[config.mk]
export PLATFORM = sky130hd
export DESIGN_NAME = dma_master_arbiter
export DESIGN_NICKNAME = d
export VERILOG_FILES = /design/src/rtl/dma_pkg.sv /design/src/rtl/dma_rr_arbiter.sv /design/src/rtl/dma_master_arbiter.sv
export SDC_FILE = /design/constraint.sdc
export NUM_CORES = 1
export LEC_CHECK = 0
export BUFFER_PORTS_ARGS = -buffer_cell sky130_fd_sc_hd__clkbuf_2
export CAP_MARGIN = 10
export CORE_AREA = 2 2 150 152
export CTS_BUF_LIST = sky130_fd_sc_hd__clkbuf_4 sky130_fd_sc_hd__clkbuf_8
export CTS_CLUSTER_DIAMETER = 50
export DETAILED_ROUTE_END_ITERATION = 8
export DIE_AREA = 0 0 152 154
export PLACE_DENSITY = 0.52
export SLEW_MARGIN = 20
export SYNTH_ARGS = -nofsm -noshare
export SYNTH_HDL_FRONTEND = slang
export SYNTH_SLANG_ARGS = --single-unit
[constraint.sdc]
create_clock -name dma_clock_i -period 2.75 [get_ports dma_clock_i]
set_input_delay 0.55 -clock dma_clock_i [delete_from_list [all_inputs] [get_ports dma_clock_i]]
set_output_delay 0.55 -clock dma_clock_i [all_outputs]
set_load 0.01 [all_outputs]
[src/rtl/dma_pkg.sv]
// dma_pkg: TL-UL opcode constants, channel-index width helper and outstanding-limit default
package dma_pkg;
  localparam logic [2:0] TL_A_GET = 3'd4;
  localparam logic [2:0] TL_A_PUT_FULL = 3'd0;
  localparam logic [2:0] TL_A_PUT_PARTIAL = 3'd1;
  localparam logic [2:0] TL_D_ACCESS_ACK = 3'd0;
  localparam logic [2:0] TL_D_ACCESS_ACK_DATA = 3'd1;
  localparam int DMA_MAX_OUTSTANDING = 4;
  function automatic int chan_w(input int n);
    return (n > 1) ? $clog2(n) : 1;
  endfunction
endpackage

[src/rtl/dma_rr_arbiter.sv]
// dma_rr_arbiter: one-hot grant over N requesters; round-robin with DMA_ARB_RR_EN, fixed lowest-index priority otherwise
module dma_rr_arbiter
  import dma_pkg::*;
#(
  parameter int N = 2
) (
  input  logic         clk,
  input  logic         rst_n,
  input  logic [N-1:0] req,
  input  logic         advance,
  output logic [N-1:0] gnt
);
`ifdef DMA_ARB_RR_EN
  localparam int W = chan_w(N);
  logic [W-1:0] r_ptr;
  logic [W-1:0] w_win;
  int w_j;
  // Scan from the farthest offset down so the requester nearest the pointer wins
  always_comb begin
    gnt = '0;
    w_win = r_ptr;
    w_j = 0;
    for (int i = N - 1; i >= 0; i--) begin
      w_j = (int'(r_ptr) + i) % N;
      if (req[w_j]) begin
        gnt = '0;
        gnt[w_j] = 1'b1;
        w_win = W'(w_j);
      end
    end
  end
  // Next search begins just past the most recent winner
  always_ff @(posedge clk or negedge rst_n)
    if (!rst_n) r_ptr <= '0;
    else if (advance) r_ptr <= (int'(w_win) == N - 1) ? '0 : w_win + 1'b1;
`else
  logic w_unused;
  assign w_unused = &{1'b0, clk, rst_n, advance};
  // Lowest set request index wins
  always_comb begin
    gnt = '0;
    for (int i = N - 1; i >= 0; i--)
      if (req[i]) begin
        gnt = '0;
        gnt[i] = 1'b1;
      end
  end
`endif
endmodule

[src/rtl/dma_master_arbiter.sv]
// dma_master_arbiter: merges NoC per-channel TL-UL masters onto one port; DMA_ARB_RR_EN selects round-robin arbitration
module dma_master_arbiter
  import dma_pkg::*;
#(
  parameter int NoC = 2,
  parameter int TL_RS = 4,
  parameter int MAX_OUTSTANDING = DMA_MAX_OUTSTANDING
) (
  input  logic                dma_clock_i,
  input  logic                dma_reset_i,
  input  logic [3*NoC-1:0]    sa_opcode,
  input  logic [3*NoC-1:0]    sa_param,
  input  logic [4*NoC-1:0]    sa_size,
  input  logic [32*NoC-1:0]   sa_address,
  input  logic [32*NoC-1:0]   sa_data,
  input  logic [4*NoC-1:0]    sa_mask,
  input  logic [NoC-1:0]      sa_corrupt,
  input  logic [NoC-1:0]      sa_valid,
  output logic [NoC-1:0]      sa_ready,
  output logic [3*NoC-1:0]    sd_opcode,
  output logic [2*NoC-1:0]    sd_param,
  output logic [4*NoC-1:0]    sd_size,
  output logic [32*NoC-1:0]   sd_data,
  output logic [NoC-1:0]      sd_denied,
  output logic [NoC-1:0]      sd_corrupt,
  output logic [NoC-1:0]      sd_valid,
  input  logic [NoC-1:0]      sd_ready,
  output logic [2:0]          m_a_opcode,
  output logic [2:0]          m_a_param,
  output logic [3:0]          m_a_size,
  output logic [TL_RS-1:0]    m_a_source,
  output logic [31:0]         m_a_address,
  output logic [3:0]          m_a_mask,
  output logic [31:0]         m_a_data,
  output logic                m_a_corrupt,
  output logic                m_a_valid,
  input  logic                m_a_ready,
  input  logic [2:0]          m_d_opcode,
  input  logic [1:0]          m_d_param,
  input  logic [3:0]          m_d_size,
  input  logic [TL_RS-1:0]    m_d_source,
  input  logic                m_d_denied,
  input  logic                m_d_corrupt,
  input  logic                m_d_valid,
  input  logic [31:0]         m_d_data,
  output logic                m_d_ready,
  output logic                d_err_o
);
  localparam int CW = chan_w(NoC);
  if (TL_RS < $clog2(NoC) || MAX_OUTSTANDING < 1 || MAX_OUTSTANDING > 15) begin : g_bad_cfg
    $error("dma_master_arbiter: TL_RS too narrow for NoC or MAX_OUTSTANDING outside 1..15");
  end
  logic [NoC-1:0] w_elig, w_gnt, w_sel_d, w_inc, w_dec, w_zero;
  logic w_load, w_accept, w_hit;
  logic [CW-1:0] w_win;
  logic [2:0] w_op, w_par;
  logic [3:0] w_size, w_mask;
  logic [31:0] w_addr, w_data;
  logic w_corrupt;
  logic [3:0] r_cnt [NoC];
  logic r_d_err;
  for (genvar k = 0; k < NoC; k++) begin : g_ch
    assign w_elig[k] = sa_valid[k] & (r_cnt[k] < 4'(MAX_OUTSTANDING));
    assign w_sel_d[k] = m_d_source == TL_RS'(k);
    assign w_zero[k] = r_cnt[k] == 4'd0;
    assign sd_valid[k] = m_d_valid & w_sel_d[k];
    assign w_dec[k] = m_d_valid & m_d_ready & w_sel_d[k];
  end
  dma_rr_arbiter #(.N(NoC)) u_arb (
    .clk(dma_clock_i),
    .rst_n(dma_reset_i),
    .req(w_elig),
    .advance(w_accept),
    .gnt(w_gnt)
  );
  assign w_load = ~m_a_valid | m_a_ready;
  assign sa_ready = (dma_reset_i & w_load) ? w_gnt : '0;
  assign w_accept = |sa_ready;
  assign w_inc = sa_ready;
  assign w_hit = |w_sel_d;
  assign sd_opcode = {NoC{m_d_opcode}};
  assign sd_param = {NoC{m_d_param}};
  assign sd_size = {NoC{m_d_size}};
  assign sd_data = {NoC{m_d_data}};
  assign sd_denied = {NoC{m_d_denied}};
  assign sd_corrupt = {NoC{m_d_corrupt}};
  assign d_err_o = r_d_err;
  // Unroutable sources are sunk so the interconnect never stalls on them
  always_comb begin
    m_d_ready = 1'b1;
    for (int k = 0; k < NoC; k++)
      if (w_sel_d[k]) m_d_ready = sd_ready[k];
  end
  // Select the granted channel's beat and its index
  always_comb begin
    w_win = '0;
    w_op = '0;
    w_par = '0;
    w_size = '0;
    w_addr = '0;
    w_mask = '0;
    w_data = '0;
    w_corrupt = 1'b0;
    for (int k = 0; k < NoC; k++)
      if (w_gnt[k]) begin
        w_win = CW'(k);
        w_op = sa_opcode[k*3 +: 3];
        w_par = sa_param[k*3 +: 3];
        w_size = sa_size[k*4 +: 4];
        w_addr = sa_address[k*32 +: 32];
        w_mask = sa_mask[k*4 +: 4];
        w_data = sa_data[k*32 +: 32];
        w_corrupt = sa_corrupt[k];
      end
  end
  // One-entry A output register, reloaded whenever it is empty or draining
  always_ff @(posedge dma_clock_i or negedge dma_reset_i)
    if (!dma_reset_i) begin
      m_a_valid <= 1'b0;
      m_a_opcode <= '0;
      m_a_param <= '0;
      m_a_size <= '0;
      m_a_source <= '0;
      m_a_address <= '0;
      m_a_mask <= '0;
      m_a_data <= '0;
      m_a_corrupt <= 1'b0;
    end else if (w_load) begin
      m_a_valid <= w_accept;
      m_a_opcode <= w_op;
      m_a_param <= w_par;
      m_a_size <= w_size;
      m_a_source <= TL_RS'(w_win);
      m_a_address <= w_addr;
      m_a_mask <= w_mask;
      m_a_data <= w_data;
      m_a_corrupt <= w_corrupt;
    end
  // Per-channel in-flight counters; a simultaneous accept and response cancel out
  always_ff @(posedge dma_clock_i or negedge dma_reset_i)
    if (!dma_reset_i) for (int k = 0; k < NoC; k++) r_cnt[k] <= '0;
    else for (int k = 0; k < NoC; k++)
      if (w_inc[k] & ~w_dec[k]) r_cnt[k] <= r_cnt[k] + 4'd1;
      else if (w_dec[k] & ~w_inc[k] & ~w_zero[k]) r_cnt[k] <= r_cnt[k] - 4'd1;
  // Flag D beats that are unroutable or answer nothing in flight
  always_ff @(posedge dma_clock_i or negedge dma_reset_i)
    if (!dma_reset_i) r_d_err <= 1'b0;
    else r_d_err <= (m_d_valid & ~w_hit) | (|(w_dec & ~w_inc & w_zero));
endmodule

After elaboration in Yosys (flattened, before gate mapping)
Cells that the tools add are included.
{ "totals": {"regBits": 90, "elab_cells": 79} }
{ "op_classes": {"n_addsub": 4, "magnitude_cmp": 2, "n_eq_ne": 1, "mux": 24, "n_bitwise": 28, "reduce_logical": 8} }
{ "ops": {"columns": ["operator", "n"], "rows": [
  ["32-bit 2-to-1 mux", 4],
  ["4-bit 2-to-1 mux", 8],
  ["1-bit AND", 15],
  ["4-bit zero test", 3],
  ["3-bit 2-to-1 mux", 4],
  ["4-bit by 1-bit adder with 4-bit output, second input constant", 2],
  ["4-bit by 3-bit less-than comparator with 1-bit output, second input constant", 2],
  ["1-bit inverter", 8],
  ["4-bit by 1-bit subtractor with 4-bit output, second input constant", 2],
  ["2-bit 2-to-1 mux", 3],
  ["2-bit OR reduction", 3],
  ["1-bit 2-to-1 mux", 5],
  ["2-bit AND", 2],
  ["4-bit by 1-bit == test with 1-bit output, second input constant", 1],
  ["2-bit nonzero test", 2],
  ["2-bit inverter", 1],
  ["1-bit bitwise OR", 2]
]} }

Longest topological paths before layout
{ "depth": {"depth_word": 10, "depth_mapped": 9, "depth_no_buf": 9} }

Hierarchy
Synthesis repeated with hierarchy kept, for this count alone.
{ "hier_totals": {"cells_unflattened": 518, "area_unflattened_um2": 4858.4} }
{ "by_module_without_submodules": {"columns": ["module", "n_inst", "cells_per_inst", "area_per_inst_um2", "seq_area_each_um2"], "rows": [
  ["dma_master_arbiter", 1, 516, 4837.1, 2252.2],
  ["dma_rr_arbiter", 1, 2, 21.3, 0.0]
]} }

Least setup slack after synthesis
No wires, ideal clock.
{ "synth_timing": {"kind": "input port to flip-flop", "from": "input port m_d_source[1]", "to": "register r_cnt[7] in the netlist's numbering", "t_arrival_ns": 2.394, "required_ns": 2.626, "path_slack_ns": 0.232, "stages": 9, "path_cell_list": "or4b_1 > buf_2 > o2111a_1 > inv_1 > ha_1 > a21oi_1 > and3_1 > a22oi_1 > xnor2_1"} }
{ "synth_between": {"elab_chain_len": 8, "word_cells_on_any_way": 12, "classes_between": "1 x eq/ne; 3 x mux; 6 x bitwise; 2 x reduce/logical"} }
{ "synth_rtl": {"columns": ["element", "line_no", "rtl"], "rows": [
  ["start, declared", "dma_master_arbiter.sv:41", "input logic [TL_RS-1:0] m_d_source,"],
  ["4-bit zero test", "dma_master_arbiter.sv:64", "assign w_sel_d[k] = m_d_source == TL_RS'(k);"],
  ["1-bit 2-to-1 mux (2 in a row)", "dma_master_arbiter.sv:92", "if (w_sel_d[k]) m_d_ready = sd_ready[k];"],
  ["1-bit AND", "dma_master_arbiter.sv:67", "assign w_dec[k] = m_d_valid & m_d_ready & w_sel_d[k];"],
  ["1-bit AND (*)", "dma_master_arbiter.sv:67", null],
  ["1-bit AND or 1-bit inverter (tied branches)", "dma_master_arbiter.sv:144, dma_master_arbiter.sv:143", null],
  ["1-bit AND, on equally long branches", "dma_master_arbiter.sv:144, dma_master_arbiter.sv:143", null],
  ["2-bit nonzero test (no line) or 4-bit 2-to-1 mux (tied branches)", null, null],
  ["end signal, assigned by index", "dma_master_arbiter.sv:143", "if (w_inc[k] & ~w_dec[k]) r_cnt[k] <= r_cnt[k] + 4'd1;"],
  ["end signal, assigned by index", "dma_master_arbiter.sv:144", "else if (w_dec[k] & ~w_inc[k] & ~w_zero[k]) r_cnt[k] <= r_cnt[k] - 4'd1;"],
  ["end, declared", "dma_master_arbiter.sv:60", "logic [3:0] r_cnt [NoC];"]
]} }
Every way passes the cells marked *; elsewhere a longest branch is shown, timed or not.
A chain may end at the register's enable or synchronous reset.

Worst setup path in the final report
{ "layout_timing": {"from": "input port dma_reset_i", "to": "register r_cnt[3] in the netlist's numbering"} }
{ "layout_between": {"elab_chain_len": 6, "word_cells_on_any_way": 8, "classes_between": "2 x mux; 5 x bitwise; 1 x reduce/logical"} }
{ "layout_rtl": {"columns": ["element", "line_no", "rtl"], "rows": [
  ["start, declared", "dma_master_arbiter.sv:10", "input logic dma_reset_i,"],
  ["1-bit AND (*)", "dma_master_arbiter.sv:77", "assign sa_ready = (dma_reset_i & w_load) ? w_gnt : '0;"],
  ["2-bit 2-to-1 mux (*)", "dma_master_arbiter.sv:77", null],
  ["1-bit inverter", "dma_master_arbiter.sv:144", null],
  ["1-bit AND (2 in a row)", "dma_master_arbiter.sv:144", null],
  ["2-bit nonzero test (no line)", null, null]
]} }
Marks and branches as above.

==> results.sh <==
export IMPL_critical_path_class="in2reg"
export IMPL_rows=54
export IMPL_worstMarginPinSlew_ns=0.6517
export IMPL_startpoint="dma_reset_i"
export IMPL_period_share_pct=86.68
export IMPL_drive_gt1_share_pct=43.34
export IMPL_clock_sinks=90
export IMPL_yosys_top_cells_count="nand2_1, dfrtp_1, buf_4"
export IMPL_min_period_ns=2.384
export IMPL_cts_setup_buffers=0
export IMPL_syn_area_per_cell_sq_um=9.356
export IMPL_clk_pin_slew_ns=0.11
export IMPL_critPathRequiredTime_ns=3.06
export IMPL_hpwl_um=10460
export IMPL_pwr_density_cell_mw_per_mm2=761.5
export IMPL_start_util_pct=21.78
export IMPL_reg2reg_from="r_cnt[7]"
export IMPL_grt_pass1_vias=4030
export IMPL_htreeDepth=3
export IMPL_chipHeight_um=154
export IMPL_synth_top_cell_by_area="dfrtp_1"
export IMPL_rsz0062_at_grt="no"
export IMPL_synthCells=505
export IMPL_reg2regPathDepth=9
export IMPL_ys_async_sr_fraction_pct=100.0
export IMPL_synth_top_area_share_pct=47.67
export IMPL_drtIter0Drc=221
export IMPL_finalHoldViolations=0
export IMPL_io_pins=389
export IMPL_path_max_fanout=7
export IMPL_vias=4001
export IMPL_cp_data_arrival_time_ns=2.69
export IMPL_max_freq_mhz=419.5
export IMPL_route_detailed_drc=0
export IMPL_reg2reg_slack_ns=0.53
export IMPL_synth_edf_count=0
export IMPL_ys_ff_latch=90
export IMPL_fin_skew_ns=0.02237
export IMPL_cts_root_buffer_cell="clkbuf_8"
export IMPL_portBuffers=256
export IMPL_relSlewSlack_pct=56.55
export IMPL_cts_hold_buffers=1
export IMPL_cp_end_kind="register"
export IMPL_die_w_um=152
export IMPL_status="finished clean"
export IMPL_setup_violations=0
export IMPL_grt_max_degree=50
export IMPL_wl_um=13730
export IMPL_hp_class="in2reg"
export IMPL_wl_per_cell_um=14.34
export IMPL_area_growth_pct=24.92
export IMPL_via_per_inst=4.181
export IMPL_synth_most_common_cell="nand2_1"
export IMPL_yosys_top_cells_area="dfrtp_1, buf_4, nand2_1"
export IMPL_core_sq_mm=0.02169
export IMPL_cts_resized=0
export IMPL_routabilityCongestion=0.7438
export IMPL_crit_end="r_cnt[3]"
export IMPL_antenna_found_initial=1
export IMPL_power_total_mw=4.494
export IMPL_cts_max_path_buffers=2
export IMPL_synthFlopType="dfrtp_1"
export IMPL_dieArea_sq_mm=0.02341
export IMPL_grt_pass1_wl_um=21520
export IMPL_maxCapViolCount=0
export IMPL_start_kind="input pin"
export IMPL_drt_pre_antenna_iters=5
export IMPL_maxSlewViolCount=0
export IMPL_synth_cell_types=41
export IMPL_tns_ns=0
export IMPL_r2r_end="r_cnt[3]"
export IMPL_yosysWarnings=0
export IMPL_postRouteAntennaNets=0
export IMPL_overflow=0
export IMPL_yosysSeqAreaShare_pct=47.67
export IMPL_cts_made_buffers=9
export IMPL_grt_use_total_pct=11.62
export IMPL_clk_latency_ns=0.38
export IMPL_nets=890
export IMPL_cts_tree="done"
export IMPL_p_leak_nw=3.304
export IMPL_synthesis_area_sq_mm=0.004725
export IMPL_peakVddDrop_mv=0.3267
## critical path, cell delays in order
cell           delay, ns
dlygate4sd3_1       0.57
buf_4               0.18
nand2_1             0.05
nand4b_1            0.18
inv_1               0.09
nand2_1             0.11
ha_1                0.30
a21o_1              0.15
a21oi_1             0.23
nand3_1             0.11
a32oi_1             0.15
## final cells by class
| type | count | area [sq um] |
|---|---|---|
| fill | 2354 | 15790 |
| clock buffer | 9 | 123.9 |
| clock inverter | 7 | 66.31 |
| timing repair buffer | 269 | 1384 |
| multi-input combinational | 298 | 1712 |
| sequential | 90 | 2252 |
| tap | 280 | 350.3 |
| inverter | 3 | 11.26 |
| antenna | 1 | 2.502 |
## state kept, by name, indices dropped and copies added, names as in the netlist
signal       cells
m_a_source       1
m_a_valid        1
m_a_corrupt      1
m_a_data        32
d_err_o          1
m_a_size         4
m_a_mask         4
r_cnt            8
m_a_address     32
m_a_opcode       3
m_a_param        3
## layer usage
| layer | part of all wire [%] | vias to the layer above | GRT usage [%] |
|---|---|---|---|
| li1 | - | 1947 | - |
| met1 | 41 | 1814 | 13.41 |
| met2 | 48 | 199 | 19.67 |
| met3 | 7.7 | 41 | 3.213 |
| met4 | 3.4 | 0 | 6.142 |
| met5 | 0 | - | 0 |
## how the worst min path moves through the flow
stage                startpoint            to  slack (ns)  depth (start not counted)
floorplan           dma_reset_i       d_err_o        0.25                          0
global placement    dma_reset_i      r_cnt[3]        0.37                          1
detailed placement  dma_reset_i       d_err_o        0.37                          1
CTS                 sa_data[53]  m_a_data[21]        0.32                          3
global route        sa_data[58]  m_a_data[26]        0.33                          3
finish              sa_data[54]  m_a_data[22]        0.35                          3
## placed cells by master (no fill, tap or decap), drive strengths merged, types with 2 or more instances in the layout
cell	Yosys	final
a21o	2	2
clkbuf	24	264
conb	1	3
nor3	2	2
nand2	164	164
nor2	4	4
a22oi	80	80
and3	3	3
ha	4	4
a21oi	3	3
mux2	3	3
xnor2	4	4
fa	2	2
buf	92	13
o21ai	2	2
nand2b	2	2
inv	3	8
dfrtp	90	90
nand3	3	3
clkinvlp	0	2
## report_power, final
group / switching [mW] / internal, mW / total (mW)
combinational: 0.924 / 0.691 / 1.61
clock: 0.561 / 0.354 / 0.916
sequential: 0.267 / 1.70 / 1.96
total: 1.75 / 2.74 / 4.49
## through the flow
step | area (sq um) | utilization, % | instances | setup WS (ns) | hold slack, ns
after floorplan | 4732 | - | 507 | 0.2321 | 0.2544
after global placement | 5699 | 26.28 | 939 | 0.1125 | 0.3716
after detailed placement | 5699 | 26.28 | 939 | 0.06279 | 0.3704
after CTS | 5899 | 27.20 | 956 | 0.4041 | 0.3174
after global routing | 5899 | 27.20 | 956 | 0.2821 | 0.3314
final | 5902 | 27.21 | 957 | 0.3664 | 0.3547
## logic make-up (layout without fill, tap and decap cells)
logic type / after synthesis / after routing / share of synthesized area (%)
buffers and inverters: 119 / 288 / 16.60
and+or+nand+nor: 187 / 187 / 16.13
AOI/OAI and AO/OA: 93 / 93 / 15.33
adders and majority gates: 6 / 6 / 1.907
other: 1 / 4 / 0.07937
muxes: 4 / 4 / 1.351
DFF: 90 / 90 / 47.67
xor gates and xnor gates: 5 / 5 / 0.9269
Power figures use the tool's default switching activity.
